File: config.mk
export PLATFORM = sky130hd
export DESIGN_NAME = intr_ack_sequencer_flat
export DESIGN_NICKNAME = d
export VERILOG_FILES = /design/src/rtl/intr_ack_sequencer_if.sv /design/src/rtl/intr_ack_sequencer.sv /design/src/flat_wrapper.sv
export SDC_FILE = /design/constraint.sdc
export NUM_CORES = 1
export LEC_CHECK = 0
export CORE_ASPECT_RATIO = 0.9
export CORE_MARGIN = 2
export CORE_UTILIZATION = 36
export CTS_BUF_LIST = sky130_fd_sc_hd__clkbuf_4
export DETAILED_ROUTE_END_ITERATION = 10
export GPL_TIMING_DRIVEN = 0
export HOLD_SLACK_MARGIN = 0.05
export PLACE_DENSITY_LB_ADDON = 0.1
export SETUP_SLACK_MARGIN = 0.02
export SYNTH_ARGS = -nofsm -noshare
export SYNTH_HDL_FRONTEND = slang
export SYNTH_SLANG_ARGS = --single-unit
File: constraint.sdc
create_clock -name clk -period 2.9 [get_ports clk]
set_clock_uncertainty 0.1 [all_clocks]
set_input_delay 0.29 -clock clk [delete_from_list [all_inputs] [get_ports clk]]
set_output_delay 0.29 -clock clk [all_outputs]
set_load 0.01 [all_outputs]
File: src/rtl/intr_ack_sequencer_if.sv
// ---------------------------------------------------------------------------
// intr_ack_sequencer_if
//  Bundles every signal of the interrupt acknowledge sequencer except clk and
//  reset.
//
//  Modports:
//   slave  - the sequencer itself. It receives the resolver winner, the INTA
//            strobe, the mode/vector configuration and the EOI command. It
//            drives INT, the ISR latch strobe and level, the EOI clear mask,
//            and the data bus byte and enable.
//   master - the surrounding system (or a testbench) on the other side.
// ---------------------------------------------------------------------------
interface intr_ack_sequencer_if;
    logic [7:0]  interrupt_request_select;
    logic        inta_n;
    logic        mode_8086;
    logic        auto_eoi;
    logic [4:0]  vector_base;
    logic [10:0] call_address;
    logic        eoi_cmd;
    logic        eoi_specific;
    logic [2:0]  eoi_level;
    logic [7:0]  highest_level_in_service;
    logic        interrupt_to_cpu;
    logic        latch_in_service;
    logic [7:0]  interrupt;
    logic [7:0]  end_of_interrupt;
    logic [7:0]  data_out;
    logic        data_out_en;

    modport slave (
        input  interrupt_request_select, inta_n, mode_8086, auto_eoi,
               vector_base, call_address, eoi_cmd, eoi_specific, eoi_level,
               highest_level_in_service,
        output interrupt_to_cpu, latch_in_service, interrupt,
               end_of_interrupt, data_out, data_out_en
    );

    modport master (
        output interrupt_request_select, inta_n, mode_8086, auto_eoi,
               vector_base, call_address, eoi_cmd, eoi_specific, eoi_level,
               highest_level_in_service,
        input  interrupt_to_cpu, latch_in_service, interrupt,
               end_of_interrupt, data_out, data_out_en
    );
endinterface

File: src/rtl/intr_ack_sequencer.sv
// ---------------------------------------------------------------------------
// intr_ack_sequencer
//  Sits between the priority resolver and the in-service register. It raises
//  INT for a pending winner and walks the INTA pulse sequence: two pulses in
//  x86 mode, three pulses for the 8080 CALL sequence. The first pulse strobes
//  the captured level into the ISR. The remaining pulses drive the vector or
//  CALL bytes onto the data bus. End-of-interrupt clear masks come from
//  automatic EOI and from OCW2 EOI commands.
//
//  Ports:
//   clk    - system clock
//   reset  - synchronous, active-high; aborts any sequence in progress
//   bus    - intr_ack_sequencer_if.slave (request, inta_n, configuration,
//            EOI command in; INT, ISR strobe/level, EOI mask, data byte out)
//
//  Parameters:
//   SYNC_STAGES    - flops on inta_n ahead of edge detection (>= 2)
//   SPURIOUS_LEVEL - level returned when the request vanished at first INTA
// ---------------------------------------------------------------------------
module intr_ack_sequencer #(
    parameter int SYNC_STAGES    = 2,
    parameter int SPURIOUS_LEVEL = 7
) (
    input  logic                 clk,
    input  logic                 reset,
    intr_ack_sequencer_if.slave  bus
);
    typedef enum logic [2:0] {IDLE, PEND, ACK1, ACK2, ACK3} state_t;

    state_t state_reg, state_next;

    logic [SYNC_STAGES-1:0] sync_reg;
    logic                   inta_prev_reg;
    logic                   inta_fall;
    logic                   inta_rise;

    logic [7:0] cap_reg,       cap_next;
    logic [2:0] level_reg,     level_next;
    logic       spurious_reg,  spurious_next;
    logic       mode_reg,      mode_next;
    logic       int_reg,       int_next;
    logic       latch_reg,     latch_next;
    logic [7:0] interrupt_reg, interrupt_next;
    logic [7:0] eoi_reg,       eoi_next;
    logic [7:0] data_reg,      data_next;
    logic       en_reg,        en_next;

    logic [2:0] req_level;
    logic       aeoi_fire;
    logic [7:0] cmd_mask;

    // inta_n is asynchronous; it resets to the idle-high level so that no
    // phantom edge appears when reset is released.
    always_ff @(posedge clk) begin
        if (reset) begin
            sync_reg      <= '1;
            inta_prev_reg <= 1'b1;
        end else begin
            sync_reg[0] <= bus.inta_n;
            for (int i = 1; i < SYNC_STAGES; i++) begin
                sync_reg[i] <= sync_reg[i-1];
            end
            inta_prev_reg <= sync_reg[SYNC_STAGES-1];
        end
    end

    assign inta_fall = inta_prev_reg & ~sync_reg[SYNC_STAGES-1];
    assign inta_rise = ~inta_prev_reg & sync_reg[SYNC_STAGES-1];

    // Binary level of the one-hot winner.
    always_comb begin
        req_level = 3'd0;
        for (int i = 0; i < 8; i++) begin
            if (bus.interrupt_request_select[i]) begin
                req_level = 3'(i);
            end
        end
    end

    always_comb begin
        state_next     = state_reg;
        cap_next       = cap_reg;
        level_next     = level_reg;
        spurious_next  = spurious_reg;
        mode_next      = mode_reg;
        int_next       = int_reg;
        latch_next     = 1'b0;
        interrupt_next = 8'h00;
        data_next      = data_reg;
        en_next        = en_reg;
        aeoi_fire      = 1'b0;

        // Every rising INTA ends a bus cycle, so the drive is released on it.
        if (inta_rise) begin
            en_next   = 1'b0;
            data_next = 8'h00;
        end

        case (state_reg)
            IDLE: begin
                int_next = 1'b0;
                if (bus.interrupt_request_select != 8'h00) begin
                    state_next = PEND;
                    int_next   = 1'b1;
                end
            end
            PEND: begin
                // The fall wins over a withdrawn request so that a request
                // vanishing right at the acknowledge becomes a spurious cycle.
                if (inta_fall) begin
                    state_next     = ACK1;
                    int_next       = 1'b0;
                    mode_next      = bus.mode_8086;
                    cap_next       = bus.interrupt_request_select;
                    if (bus.interrupt_request_select == 8'h00) begin
                        spurious_next = 1'b1;
                        level_next    = 3'(SPURIOUS_LEVEL);
                    end else begin
                        spurious_next  = 1'b0;
                        level_next     = req_level;
                        latch_next     = 1'b1;
                        interrupt_next = bus.interrupt_request_select;
                    end
                    if (!bus.mode_8086) begin
                        data_next = 8'hCD;
                        en_next   = 1'b1;
                    end
                end else if (bus.interrupt_request_select == 8'h00) begin
                    state_next = IDLE;
                    int_next   = 1'b0;
                end
            end
            ACK1: begin
                if (inta_fall) begin
                    state_next = ACK2;
                    en_next    = 1'b1;
                    if (mode_reg) begin
                        data_next = {bus.vector_base, level_reg};
                    end else begin
                        data_next = {bus.call_address[2:0], level_reg, 2'b00};
                    end
                end
            end
            ACK2: begin
                if (mode_reg) begin
                    if (inta_rise) begin
                        state_next = IDLE;
                        aeoi_fire  = bus.auto_eoi & ~spurious_reg;
                    end
                end else if (inta_fall) begin
                    state_next = ACK3;
                    data_next  = bus.call_address[10:3];
                    en_next    = 1'b1;
                end
            end
            ACK3: begin
                if (inta_rise) begin
                    state_next = IDLE;
                    aeoi_fire  = bus.auto_eoi & ~spurious_reg;
                end
            end
            default: begin
                state_next = IDLE;
            end
        endcase
    end

    // An OCW2 EOI and an automatic EOI in the same cycle are merged.
    always_comb begin
        cmd_mask = 8'h00;
        if (bus.eoi_cmd) begin
            cmd_mask = bus.eoi_specific ? (8'h01 << bus.eoi_level)
                                        : bus.highest_level_in_service;
        end
        eoi_next = cmd_mask | (aeoi_fire ? cap_reg : 8'h00);
    end

    always_ff @(posedge clk) begin
        if (reset) begin
            state_reg     <= IDLE;
            cap_reg       <= 8'h00;
            level_reg     <= 3'd0;
            spurious_reg  <= 1'b0;
            mode_reg      <= 1'b0;
            int_reg       <= 1'b0;
            latch_reg     <= 1'b0;
            interrupt_reg <= 8'h00;
            eoi_reg       <= 8'h00;
            data_reg      <= 8'h00;
            en_reg        <= 1'b0;
        end else begin
            state_reg     <= state_next;
            cap_reg       <= cap_next;
            level_reg     <= level_next;
            spurious_reg  <= spurious_next;
            mode_reg      <= mode_next;
            int_reg       <= int_next;
            latch_reg     <= latch_next;
            interrupt_reg <= interrupt_next;
            eoi_reg       <= eoi_next;
            data_reg      <= data_next;
            en_reg        <= en_next;
        end
    end

    assign bus.interrupt_to_cpu = int_reg;
    assign bus.latch_in_service = latch_reg;
    assign bus.interrupt        = interrupt_reg;
    assign bus.end_of_interrupt = eoi_reg;
    assign bus.data_out         = data_reg;
    assign bus.data_out_en      = en_reg;
endmodule
File: src/flat_wrapper.sv
// flat-port wrapper written by rule: the top's interface ports become plain ports
module intr_ack_sequencer_flat 
#(
    parameter int SYNC_STAGES    = 2,
    parameter int SPURIOUS_LEVEL = 7
)
  (clk, reset, bus_interrupt_request_select, bus_inta_n, bus_mode_8086, bus_auto_eoi, bus_vector_base, bus_call_address, bus_eoi_cmd, bus_eoi_specific, bus_eoi_level, bus_highest_level_in_service, bus_interrupt_to_cpu, bus_latch_in_service, bus_interrupt, bus_end_of_interrupt, bus_data_out, bus_data_out_en);
  intr_ack_sequencer_if bus_i ();
  input  logic clk;
  input  logic reset;
  input wire logic [$bits(bus_i.interrupt_request_select)-1:0] bus_interrupt_request_select;
  input wire logic [$bits(bus_i.inta_n)-1:0] bus_inta_n;
  input wire logic [$bits(bus_i.mode_8086)-1:0] bus_mode_8086;
  input wire logic [$bits(bus_i.auto_eoi)-1:0] bus_auto_eoi;
  input wire logic [$bits(bus_i.vector_base)-1:0] bus_vector_base;
  input wire logic [$bits(bus_i.call_address)-1:0] bus_call_address;
  input wire logic [$bits(bus_i.eoi_cmd)-1:0] bus_eoi_cmd;
  input wire logic [$bits(bus_i.eoi_specific)-1:0] bus_eoi_specific;
  input wire logic [$bits(bus_i.eoi_level)-1:0] bus_eoi_level;
  input wire logic [$bits(bus_i.highest_level_in_service)-1:0] bus_highest_level_in_service;
  output wire logic [$bits(bus_i.interrupt_to_cpu)-1:0] bus_interrupt_to_cpu;
  output wire logic [$bits(bus_i.latch_in_service)-1:0] bus_latch_in_service;
  output wire logic [$bits(bus_i.interrupt)-1:0] bus_interrupt;
  output wire logic [$bits(bus_i.end_of_interrupt)-1:0] bus_end_of_interrupt;
  output wire logic [$bits(bus_i.data_out)-1:0] bus_data_out;
  output wire logic [$bits(bus_i.data_out_en)-1:0] bus_data_out_en;
  assign bus_i.interrupt_request_select = bus_interrupt_request_select;
  assign bus_i.inta_n = bus_inta_n;
  assign bus_i.mode_8086 = bus_mode_8086;
  assign bus_i.auto_eoi = bus_auto_eoi;
  assign bus_i.vector_base = bus_vector_base;
  assign bus_i.call_address = bus_call_address;
  assign bus_i.eoi_cmd = bus_eoi_cmd;
  assign bus_i.eoi_specific = bus_eoi_specific;
  assign bus_i.eoi_level = bus_eoi_level;
  assign bus_i.highest_level_in_service = bus_highest_level_in_service;
  assign bus_interrupt_to_cpu = bus_i.interrupt_to_cpu;
  assign bus_latch_in_service = bus_i.latch_in_service;
  assign bus_interrupt = bus_i.interrupt;
  assign bus_end_of_interrupt = bus_i.end_of_interrupt;
  assign bus_data_out = bus_i.data_out;
  assign bus_data_out_en = bus_i.data_out_en;
  intr_ack_sequencer #(.SYNC_STAGES(SYNC_STAGES), .SPURIOUS_LEVEL(SPURIOUS_LEVEL)) u_core (.clk(clk), .reset(reset), .bus(bus_i));
endmodule
==> results of run 1 <==
==> cell families after synthesis <==
kind of cell	after synthesis
and+or+nand+nor	128
DFF	46
muxes	6
AOI/OAI and AO/OA	81
buffers and inverters	32
==> report_power, final <==
part	leakage [nW]	switching (mW)	internal (mW)	total (mW)
logic	0.677	0.119	0.131	0.250
clock network	0.0337	0.218	0.106	0.324
registers	0.374	0.0192	0.657	0.676
==> worst register-to-register path, delay by kind of cell, from the launching register on <==
family,cells,cell delay (ns)
compound gates,3,0.45
buf+inv,2,0.79
flops,1,0.44
==> area by class of cell <==
type                    instances  area (um^2)  area share
multi-input cells             215         1330       0.412
flip-flops and latches         46          921       0.286
repair buffers                 67          671       0.209
well taps                      90          113      0.0350
plain buffers                  21         87.6      0.0272
clock buffers                   6         45.0      0.0140
inverters                      11         41.3      0.0128
clock inverters                 2         12.5     0.00389
==> placed cells by master (no fill, tap or decap), drive strengths merged, types with 2 or more instances in the layout <==
cell type,n
clkbuf,16
a32oi,2
nor3,12
clkdlybuf4s50,67
a21boi,3
or4,2
or3b,6
nand2b,8
nor2b,6
a21o,3
o21ai,13
and2,7
a211oi,4
nor3b,6
nand3b,2
nand3,10
nor2,20
mux2,3
dfxtp,46
a211o,2
a22oi,8
inv,12
nor4,3
and3,2
a21oi,22
o32ai,2
a2111oi,3
nand4b,3
o21bai,2
mux2i,3
nand4,4
or2,3
buf,11
o211ai,4
o22ai,3
nand2,31
==> cells in the mapped netlist (all sizes together), types with 4 or more instances <==
library cell | number | area share
nor2b | 6 | 0.016
and2 | 7 | 0.018
buf | 11 | 0.021
nand2b | 8 | 0.021
o21ai | 13 | 0.027
nand3 | 10 | 0.021
a22oi | 8 | 0.025
nand2 | 31 | 0.049
o211ai | 4 | 0.013
clkbuf | 10 | 0.016
nor3b | 6 | 0.021
dfxtp | 46 | 0.39
or3b | 6 | 0.022
nor3 | 12 | 0.025
nand4 | 4 | 0.011
a21oi | 22 | 0.046
a211oi | 4 | 0.013
nor2 | 20 | 0.034
inv | 11 | 0.017
==> worst paths after layout <==
kind         slack, ns                        endpoint  depth (start not counted)                       startpoint
max reg2reg       0.99             u_core.state_reg[2]                          5              u_core.state_reg[2]
min               0.27  u_core.bus.end_of_interrupt[4]                          3                      bus_eoi_cmd
min reg2reg       0.32              u_core.sync_reg[1]                          1               u_core.sync_reg[0]
max               0.99             u_core.state_reg[2]                          5  bus_interrupt_request_select[1]
==> per-stage QoR <==
stage / area, um^2 / hold WS [ns] / util / setup WS, ns
final: 3220 / 0.272 / 0.496 / 0.986
after global routing: 3220 / 0.244 / 0.496 / 0.773
after global placement: 3160 / 0.293 / 0.487 / 0.614
after CTS: 3220 / 0.244 / 0.496 / 1.01
after detailed placement: 3160 / 0.294 / 0.487 / 0.662
after floorplan: 2370 / 0.289 / - / 1.32
==> metal layers <==
metal  share of wire  routed length, um
met1            0.51               3600
met2            0.40               2780
met3           0.079                556
met4           0.013                 94
met5               0                  0
==> impl_metrics.py, run 1 <==
metrics = {
    "run_status": {
        "outcome": "finished clean",
    },
    "power_and_ir_drop": {
        "finalPower_mw": 1.25,
        "peakVddDrop_uv": 174,
        "power_density_mw_per_mm2": 389,
        "p_leak_nw": 1.08,
    },
    "global_routing": {
        "grt.overflow.total": 0,
        "grt_max_degree": 15,
        "grt.met1_usage": 0.308,
        "antenna_found_initial": 0,
        "grt_pass1_wl_um": 11200,
        "grt.busiest_layer": "met1",
        "grt_use_total": 0.197,
        "grt_use_met2": 0.270,
        "use_met3": 0.0498,
        "grt_pass1_vias": 2264,
    },
    "synthesis": {
        "synth_top_flop_cell": "dfxtp_1",
        "ys_seq_area_frac": 0.388,
        "syn_inst": 293,
        "synthesis.area_mm2": 0.00237,
        "synthesis.nets": 335,
        "synthMuxAreaShare": 0.0269,
        "yosysWarnings": 0,
        "yosys.area_share.simple": 0.295,
        "synth_compound_area_frac": 0.237,
        "synth.distinct_cells": 53,
        "synth_fa_ha_area_frac": 0,
        "synth_top_family_by_area": "simple AND/OR/NAND/NOR gates",
        "synth-edff-count": 0,
        "syn_area_per_cell_um2": 8.11,
        "synth_xor_area_frac": 0,
        "ys_seq_elements": 46,
        "async_flop_share": 0,
    },
    "placed_design": {
        "dpl.hpwl_um": 5160,
        "io_buffers": 67,
        "place_inst": 450,
        "gp_congestion": 0.920,
    },
    "timing": {
        "rsz0062_at_grt": "false",
        "setup_violations": 0,
        "tightest_slew_ns": 0.626,
        "finalSetupTns_ns": 0,
        "max_slew_margin": 0.582,
        "slew_viol_final": 0,
        "period_needed_ns": 1.91,
        "fin_crit_sh": 0.660,
        "hold_viol": 0,
        "max_freq_mhz": 522,
    },
    "worst_setup_path": {
        "timing.critical_path.buf_inv": 1,
        "cp.required_ns": 3.08,
        "path_class": "in2reg",
        "end_kind": "register",
        "worstPathCellList": "clkdlybuf4s50_1 -> or4_1 -> nor2_2 -> a221oi_1 -> a211oi_1",
        "critPathArrivalTime_ns": 2.10,
        "critical_path.top_delay_family": "simple AND/OR/NAND/NOR gates",
        "critPathMaxFanout": 5,
        "cpPeakStageDelay_ns": 0.62,
        "startpoint_type": "primary input",
        "crit_slowest_cell": "or4_1",
    },
    "clock_network": {
        "htree_num_levels": 2,
        "post_cts_resized": 0,
        "tritoncts": "yes",
        "cts_setup_buffers": 0,
        "cts_buffer_depth": 2,
        "cts_buffers": 5,
        "cts-root-buf": "clkbuf_4",
        "insertion_delay_ns": 0.36,
        "cts_hold_buf": 0,
        "clock_sinks": 46,
        "path_clk_slew_ns": 0.15,
    },
    "layout": {
        "layout-drive-gt1-share": 0.0707,
        "area_growth_pct": 35.4,
        "antennaDiodeCount": 0,
        "nFillCells": 649,
        "instances_no_fill": 458,
        "final_nets": 409,
    },
    "flow_run": {
        "maxCapViolations": 0,
    },
    "die": {
        "rows": 28,
        "io_pins": 69,
        "initial_utilization": 0.366,
        "dieWidth_um": 89.6,
        "core_mm2": 0.00648,
        "die_area_mm2": 0.00726,
        "die_y_um": 81.1,
    },
    "routing": {
        "num_vias": 2454,
        "drt_iter0_drc": 225,
        "wirelength_um": 7030,
        "drt-wirelength-per-cell_um": 15.3,
        "dr.pass1.iters": 5,
        "drc": 0,
        "final_antenna_net_count": 0,
        "via_per_inst": 5.36,
    },
    "min_path": {
        "hp-class": "in2reg",
    },
}
(Power assumes the default switching activity.)
==> run 2: changes to the inputs <==
- clock period: 2.9 -> 1.5 ns (I/O delays scaled with it)
==> impl_metrics.py, run 2 (synthesized netlist as in run 1, its figures left out) <==
metrics = {
    "layout": {
        "antennaDiodeCount": 0,
        "seq_area_um2": 943,
        "layout_commonest_cell": "dfxtp_1",
        "final_nets": 425,
        "nFillCells": 601,
        "layout-drive-gt1-share": 0.260,
        "area_growth_pct": 54.4,
        "final_cell_mix": "dfxtp_1, clkdlybuf4s50_1, dlygate4sd2_1",
        "multi_input_area_mm2": 0.00155,
    },
    "die": {
        "core_mm2": 0.00648,
        "die_area_mm2": 0.00726,
        "io_pins": 69,
        "rows": 28,
        "die_y_um": 81.1,
        "initial_utilization": 0.366,
        "dieWidth_um": 89.6,
    },
    "timing": {
        "setup_violations": 39,
        "post-route-worst-setup-slack_ns": -0.133,
        "slew_viol_final": 0,
        "tightest_slew_ns": 0.638,
        "fin_crit_sh": 1.09,
        "hold_viol": 0,
        "period_needed_ns": 1.63,
        "max_freq_mhz": 612,
        "max_slew_margin": 0.574,
        "fin_hold_ws_ns": 0.0579,
        "rsz0062_at_grt": "true",
    },
    "run_status": {
        "failed_checks": "setup timing",
        "outcome": "complete, but fails checks",
    },
    "global_routing": {
        "grt_use_total": 0.205,
        "grt_pass1_vias": 2364,
        "grt.overflow.total": 0,
        "grt_max_degree": 17,
        "grt_pass1_wl_um": 11500,
        "antenna_found_initial": 0,
    },
    "power_and_ir_drop": {
        "p_leak_nw": 1.38,
        "peakVddDrop_uv": 284,
        "finalPower_mw": 2.51,
        "power_density_mw_per_mm2": 686,
    },
    "clock_network": {
        "path_clk_slew_ns": 0.16,
        "cts-root-buf": "clkbuf_4",
        "cts_buffers": 5,
        "insertion_delay_ns": 0.39,
        "clock_sinks": 46,
        "tritoncts": "yes",
        "htree_num_levels": 2,
        "cts_buffer_depth": 2,
    },
    "routing": {
        "wl_met3_um": 619,
        "wl_met2_um": 3130,
        "dr.pass1.iters": 4,
        "via_per_inst": 5.33,
        "num_vias": 2527,
        "drt_iter0_drc": 187,
        "drc": 0,
        "final_antenna_net_count": 0,
        "maxUsedRoutingLayer": "met4",
        "met1_length_um": 3630,
        "wirelength_um": 7490,
        "drt-wirelength-per-cell_um": 15.8,
    },
    "worst_setup_path": {
        "critPathArrivalTime_ns": 1.84,
        "critPathMaxFanout": 10,
        "path_class": "reg2reg",
        "crit_slowest_cell": "dfxtp_4",
        "cpPeakStageDelay_ns": 0.40,
        "cp.required_ns": 1.71,
        "critical_path.top_delay_family": "compound AO/OA/AOI/OAI gates",
        "worstPathCellList": "buf_4 -> buf_6 -> o211ai_1 -> a211o_1 -> a211oi_2",
        "startpoint_type": "register",
        "timing.critical_path.buf_inv": 2,
        "end_kind": "register",
    },
    "placed_design": {
        "dpl.hpwl_um": 5070,
        "io_buffers": 67,
        "gp_congestion": 0.853,
    },
    "min_path": {
        "hp-class": "in2reg",
    },
    "flow_run": {
        "maxCapViolations": 0,
    },
}
[run 2: changes by cell type in the layout (fill, tap and decap cells not counted), sizes merged]
cell	previous run	this run
buf	11	30
clkbuf	16	11
clkdlybuf4s50	67	35
clkinv	1	0
clkinvlp	0	2
dlygate4sd2	0	30
dlygate4sd3	0	1
dlymetal6s2s	0	2
[run 2: cell type report]
class,count,share of cell area
Buffer,19,0.0426
Clock buffer,5,0.0102
Clock inverter,3,0.00648
Inverter,11,0.0113
Multi-Input combinational cell,215,0.422
Sequential cell,46,0.257
Tap cell,90,0.0307
Timing Repair Buffer,85,0.219
[run 2: stage by stage]
| stage | setup TNS, ns | utilization | worst slack, ns | cells | area, um^2 |
|---|---|---|---|---|---|
| 4_1_cts | -2.15 | 0.529 | -0.123 | 466 | 3430 |
| 3_3_place_gp | -14.14 | 0.491 | -0.672 | 450 | 3180 |
| 2_1_floorplan | -0.370 | - | -0.0737 | 293 | 2400 |
| 5_1_grt | -5.78 | 0.566 | -0.197 | 474 | 3670 |
| 3_5_place_dp | -14.25 | 0.491 | -0.632 | 450 | 3180 |
| 6_report | -3.37 | 0.566 | -0.133 | 474 | 3670 |
[run 2: worst paths after layout]
| kind | slack, ns | cells past startpoint | end | startpoint |
|---|---|---|---|---|
| max | -0.13 | 5 | u_core.state_reg[2] | u_core.state_reg[0] |
| min | 0.06 | 3 | u_core.cap_reg[7] | bus_interrupt_request_select[7] |
| max reg2reg | -0.13 | 5 | u_core.state_reg[2] | u_core.state_reg[0] |
| min reg2reg | 0.32 | 1 | u_core.sync_reg[1] | u_core.sync_reg[0] |
[run 2: timing repair]
action / in CTS / in global routing
setup buffers: 10 / 6
cloned: 0 / 1
pin swaps: 14 / 22
endpoints found under the hold margin: 0 / 2
hold buffers: 0 / 1
resized for setup: 80 / 42
setup endpoints to repair: 70 / 43
[run 2: report_power, final]
part	internal [mW]	switching (mW)
clock	0.188	0.460
combinational	0.286	0.273
sequential	1.27	0.0380
total	1.74	0.771
[run 2: metal layers]
metal  global-route usage  up-vias
met3               0.0447       10
met4               0.0716        0
met5                    0        -
li1                     -     1240
met1                0.311     1177
met2                0.280      100
[run 2: worst register-to-register path: stages (launching register included)]
cell and delay [ns]:
dfxtp_4 0.40, buf_4 0.20, buf_6 0.18, o211ai_1 0.12, a211o_1 0.32, a211oi_2 0.24
==> edit 1, RTL diff (settings of run 2) <==
Make the reset (`reset`) asynchronous in 2 clocked blocks.
--- a/src/rtl/intr_ack_sequencer.sv
+++ b/src/rtl/intr_ack_sequencer.sv
@@ -53,3 +53,3 @@
     // phantom edge appears when reset is released.
-    always_ff @(posedge clk) begin
+    always_ff @(posedge clk or posedge reset) begin
         if (reset) begin
@@ -177,3 +177,3 @@
 
-    always_ff @(posedge clk) begin
+    always_ff @(posedge clk or posedge reset) begin
         if (reset) begin
Check against the original RTL: differs if reset is asserted again (counterexample within 4 cycles, from zero or initial values and one cycle with reset high); with reset held inactive, the same outputs for 10 cycles.
==> edit 1 against run 2 <==
  * The flow still finishes with violations (negative setup slack)
  * Setup slack got worse by 0.13 ns
  * Sequential cell count did not move
  * Non-clock buffer count rose by 12
  * Design area rose by 2.9%
  * Critical path depth did not move
  * Synthesized cell count fell by 27%
  * Core utilization rose by 1.6 points
  * Wire length fell by 13%
  * Via count fell by 17%
  * Area after synthesis rose by 0.32%
  * Critical path type unchanged
  * Critical endpoint is now u_core.cap_reg[1]$_DFFE_PP0P_
Power is not compared: it rests on default switching activity, and its combinational part moved more than twofold at a synthesized area within 25%.
==> edit 1: results (changes against run 2) <==
[status]
status=finished, violations left
violations=negative setup slack

[cts]
cts_buffer_depth=2  ; unchanged
htreeDepth=2  ; unchanged
root_buffer=clkbuf_4
clk_latency_ns=0.35  ; -0.04 ns
clk_pin_slew_ns=0.13  ; -0.03 ns
numCtsBuffers=5  ; unchanged

[critical_path]
crit_path_start_kind=flop
startpoint=u_core.inta_prev_reg$_DFF_PP1_
timing.reg2reg.worst_path_depth=5  ; unchanged
worstReg2RegEnd=u_core.cap_reg[1]$_DFFE_PP0P_
cp.arrival_ns=1.91  ; +0.07 ns
critPathMaxFanout=7  ; -3

[routing]
route.detailed.drc=0  ; unchanged
dr.pass1.iters=4  ; unchanged
vias=2108  ; -17%
drt_iter0_drc=116  ; -38%
drt-total-wl_um=6550  ; -13%

[sta]
finalWorstSetupSlack_ns=-0.267  ; -0.133 ns
setup_violations=42  ; +7.7%
maxSlewHeadroom=0.673  ; +0.0986

[global_routing]
grt_pass1_wl_um=10100  ; -12%
grt_pass1_vias=1990  ; -16%
antenna_found_initial=0  ; unchanged
grt_use_total=0.174  ; -0.0307
grt_max_degree=38  ; +21

[yosys]
synth_area_leaders=dfrtp_1, a22o_1, dfstp_2, mux2_2, buf_6
synth_fp_nets=257  ; -23%
synth_cell_type_count=50  ; -5.7%
yosysSeqAreaShare=0.485  ; +0.0970
synthXorXnorAreaFrac=0  ; unchanged
synth-warning-count=0  ; unchanged
synth_fa_ha_area_frac=0  ; unchanged
synth_top_cells_by_count=dfrtp_1, nor2_1, nand2_1, a22o_1, inv_1
synthArstFlopShare=1.00  ; +1.00
postSynthCellCount=215  ; -27%
synth_compound_area_frac=0.202  ; -0.0344
synth.mux.area_fraction=0.0693  ; +0.0425

[layout]
antenna_cells=0  ; unchanged
drive_gt1_frac=0.353  ; +0.0923
finalNonFillerCells=416  ; -12%

[min_path]
whs_endpoint=u_core.sync_reg[0]$_DFF_PP1_
min_path_cells=1  ; -2
hold_path_startpoint=bus_inta_n
min_path_type=input port to flop

[power_and_ir_drop]
power.leakage_nw=1.84
worst_ir_drop_vdd_v=0.000636

[place]
gp_congestion=0.852  ; -0.13%
numPortBuffers=66  ; -1.5%
dp_cells=372  ; -17%
dp_hpwl_um=4270  ; -16%
dp_slack_ns=-0.612  ; +0.0190 ns

-- edit 1: cell count changes after synthesis, moves of 5 or more --
cell	change
a221o_1	+5
dfxtp_1	-46
buf_2	-5
clkbuf_1	-10
nand3_1	-10
nand2_1	-17
nor3_1	-7
a21oi_1	-13
mux2_1	+5
a22o_1	+9
dfrtp_1	+43
a22oi_1	-5
buf_6	+6
or3b_1	-6
-- edit 1: power breakdown --
group | switching (mW) | internal [mW]
Combinational | 1.34 | 1.56
Sequential | 0.257 | 1.60
Clock | 0.387 | 0.170
-- edit 1: final cells by class --
type / count / area, um2
plain buffers: 12 / 126
clock buffers: 5 / 37.5
clock inverters: 2 / 10.0
fillers: 581 / 2710
inverters: 11 / 41.3
multi-input cells: 146 / 1260
flip-flops and latches: 46 / 1160
well taps: 90 / 113
repair buffers: 104 / 1020
-- edit 1: kinds of logic after synthesis --
family          count (synthesis)
flops                          46
compound gates                 62
buf+inv                        23
mux                            15
simple gates                   69
-- edit 1: how the worst max path moves through the flow --
stage	slack [ns]	depth (start not counted)	to
finish	-0.27	5	u_core.cap_reg[1]$_DFFE_PP0P_
floorplan	-0.24	5	u_core.cap_reg[0]$_DFFE_PP0P_
global route	-0.31	7	u_core.bus.data_out[6]$_DFF_PP0_
global placement	-0.95	2	u_core.mode_reg$_DFFE_PP0P_
CTS	-0.24	5	u_core.cap_reg[1]$_DFFE_PP0P_
detailed placement	-0.61	6	u_core.state_reg[0]$_DFFE_PP0P_
-- edit 1: timing repair --
item	4_1_cts	5_1_grt
endpoints found under the hold margin	6	0
hold buffers	1	0
resized for setup	45	45
setup buffers	29	6
setup endpoints to repair	61	50
cloned	0	1
pin swaps	14	18
-- edit 1: worst max-delay path: stages (launching register included) --
cell	delay, ns
dfstp_2	0.61
nand2b_4	0.09
buf_8	0.14
nor3_4	0.22
buf_6	0.20
mux2_4	0.31
-- edit 1: through the flow --
stage | hold WS (ns) | setup TNS (ns) | total power, mW | instance area, um2 | util
3_3_place_gp | 0.246 | -47.72 | 4.12 | 3160 | 0.488
3_5_place_dp | 0.248 | -11.43 | 4.15 | 3180 | 0.491
6_report | 0.0931 | -6.36 | 5.31 | 3770 | 0.582
5_1_grt | 0.0843 | -8.44 | 5.67 | 3770 | 0.582
4_1_cts | 0.0764 | -6.50 | 5.04 | 3550 | 0.547
2_1_floorplan | 0.0545 | -2.90 | 3.37 | 2390 | -
-- edit 1: layer usage --
| metal | share of wire | global-route usage | vias up |
|---|---|---|---|
| li1 | - | - | 1004 |
| met1 | 0.49 | 0.251 | 1052 |
| met2 | 0.47 | 0.277 | 50 |
| met3 | 0.042 | 0.0343 | 2 |
| met4 | 0.0038 | 0.0323 | 0 |
| met5 | 0 | 0 | - |
==> edit 2, RTL diff (config.mk and constraints of run 2) <==
Made on the original files. `SYNC_STAGES` is set to 2 in 2 places; all go to 4. Comments in the files are not updated.
--- a/src/rtl/intr_ack_sequencer.sv
+++ b/src/rtl/intr_ack_sequencer.sv
@@ -20,3 +20,3 @@
 module intr_ack_sequencer #(
-    parameter int SYNC_STAGES    = 2,
+    parameter int SYNC_STAGES    = 4,
     parameter int SPURIOUS_LEVEL = 7
--- a/src/flat_wrapper.sv
+++ b/src/flat_wrapper.sv
@@ -3,3 +3,3 @@
 #(
-    parameter int SYNC_STAGES    = 2,
+    parameter int SYNC_STAGES    = 4,
     parameter int SPURIOUS_LEVEL = 7
Function: changed (a bounded check fails within 4 cycles, from zero or initial values and one cycle with reset high).
==> edit 2 against run 2 <==
  * The flow still finishes with violations (negative setup slack)
  * Area after synthesis shrank 3.7%
  * Setup slack lost 0.071 ns
  * Combinational power shrank 24%
  * Wire length grew 0.48%
  * Critical path depth is the same
  * Worst hold slack gained 0.018 ns
  * Sequential cell count grew 2
  * Via count shrank 4.8%
  * Power grew 2.1%
  * Fmax shrank 4.2%
  * Design area grew 3.9%
  * Critical path type unchanged
  * Largest cell class unchanged
==> edit 2: results (changes against run 2) <==
[status]
status=finished, violations left
violations=negative setup slack

[global_routing]
grt_use_total=0.203  ; -0.00169
grt_pass1_vias=2159  ; -8.7%
grt_use_met3=0.0414  ; -0.00335
met2_usage=0.292  ; +0.0115

[sta]
setup_violations=39  ; unchanged
finalSetupTns_ns=-4.60  ; -1.23 ns
finalWorstSetupSlack_ns=-0.205  ; -0.0714 ns
tightest_slew_ns=0.759  ; +0.120 ns

[power_and_ir_drop]
p_clk_frac=0.324  ; +0.066
power.leakage_nw=1.55  ; +12%
power.share.switching=0.269  ; -0.0374

[place]
placed_area_um2=3080  ; -3.4%
numPortBuffers=66  ; -1.5%
dp_cells=435  ; -3.3%
dp_slack_ns=-0.622  ; +0.00987 ns
dp_hpwl_um=4740  ; -6.6%
gp_congestion=0.867  ; +1.7%

[critical_path]
crit_end=u_core.bus.end_of_interrupt[0]$_SDFF_PP0_
timing.critical_path.slowest_cell_delay_ns=0.42  ; +0.02 ns
critPathMaxFanout=8  ; -2
startpoint=u_core.state_reg[2]$_SDFFE_PP0P_

[yosys]
postSynthCellCount=282  ; -3.8%
synth_top_cells_by_count=dfxtp_1, nand2_1, a21oi_1, nor2_1, inv_1
synth_cell_type_count=45  ; -15%
synth_fp_nets=324  ; -3.3%

[floorplanning]
core_area_um2=6110  ; -5.7%

[layout]
layout.nonclk_buf_frac=0.263  ; +0.00136
final.signal_buffer_count=107  ; +2.9%
n_all_inverters=17  ; +6
multi_input_cells=199  ; -7.4%
clock_cell_area_share=0.0220  ; +0.00529
fillCellCount=512  ; -15%

[routing]
vias=2405  ; -4.8%
wl_met3_um=315  ; -49%
wl_met2_um=3590  ; +15%
via_per_inst=5.16  ; -3.2%

[cts]
cts_sinks=48  ; +4.3%
post-cts-setup-buffers=11  ; +1

[min_path]
min_path_cells=2  ; -1

edit 2: cell count changes in the layout (fill, tap and decap cells not counted), sizes merged, moves of 4 or more:
cell	delta
and2	+8
nor3	-7
clkbuf	+6
inv	+6
a31oi	+5
a22oi	+4
clkdlybuf4s50	+4
nand3	-4
nand4	-4
o211ai	-4
or3b	-4
edit 2: worst min path at each step:
stage                     slack (ns)                           from                       endpoint
final                           0.08                          reset  u_core.sync_reg[3]$_SDFF_PP1_
after global routing             0.1                          reset  u_core.sync_reg[3]$_SDFF_PP1_
after CTS                       0.07                          reset  u_core.sync_reg[3]$_SDFF_PP1_
after detailed placement        0.29  u_core.sync_reg[0]$_SDFF_PP1_  u_core.sync_reg[1]$_SDFF_PP1_
after global placement          0.29  u_core.sync_reg[2]$_SDFF_PP1_  u_core.sync_reg[3]$_SDFF_PP1_
after floorplan                 0.15                     bus_inta_n  u_core.sync_reg[0]$_SDFF_PP1_
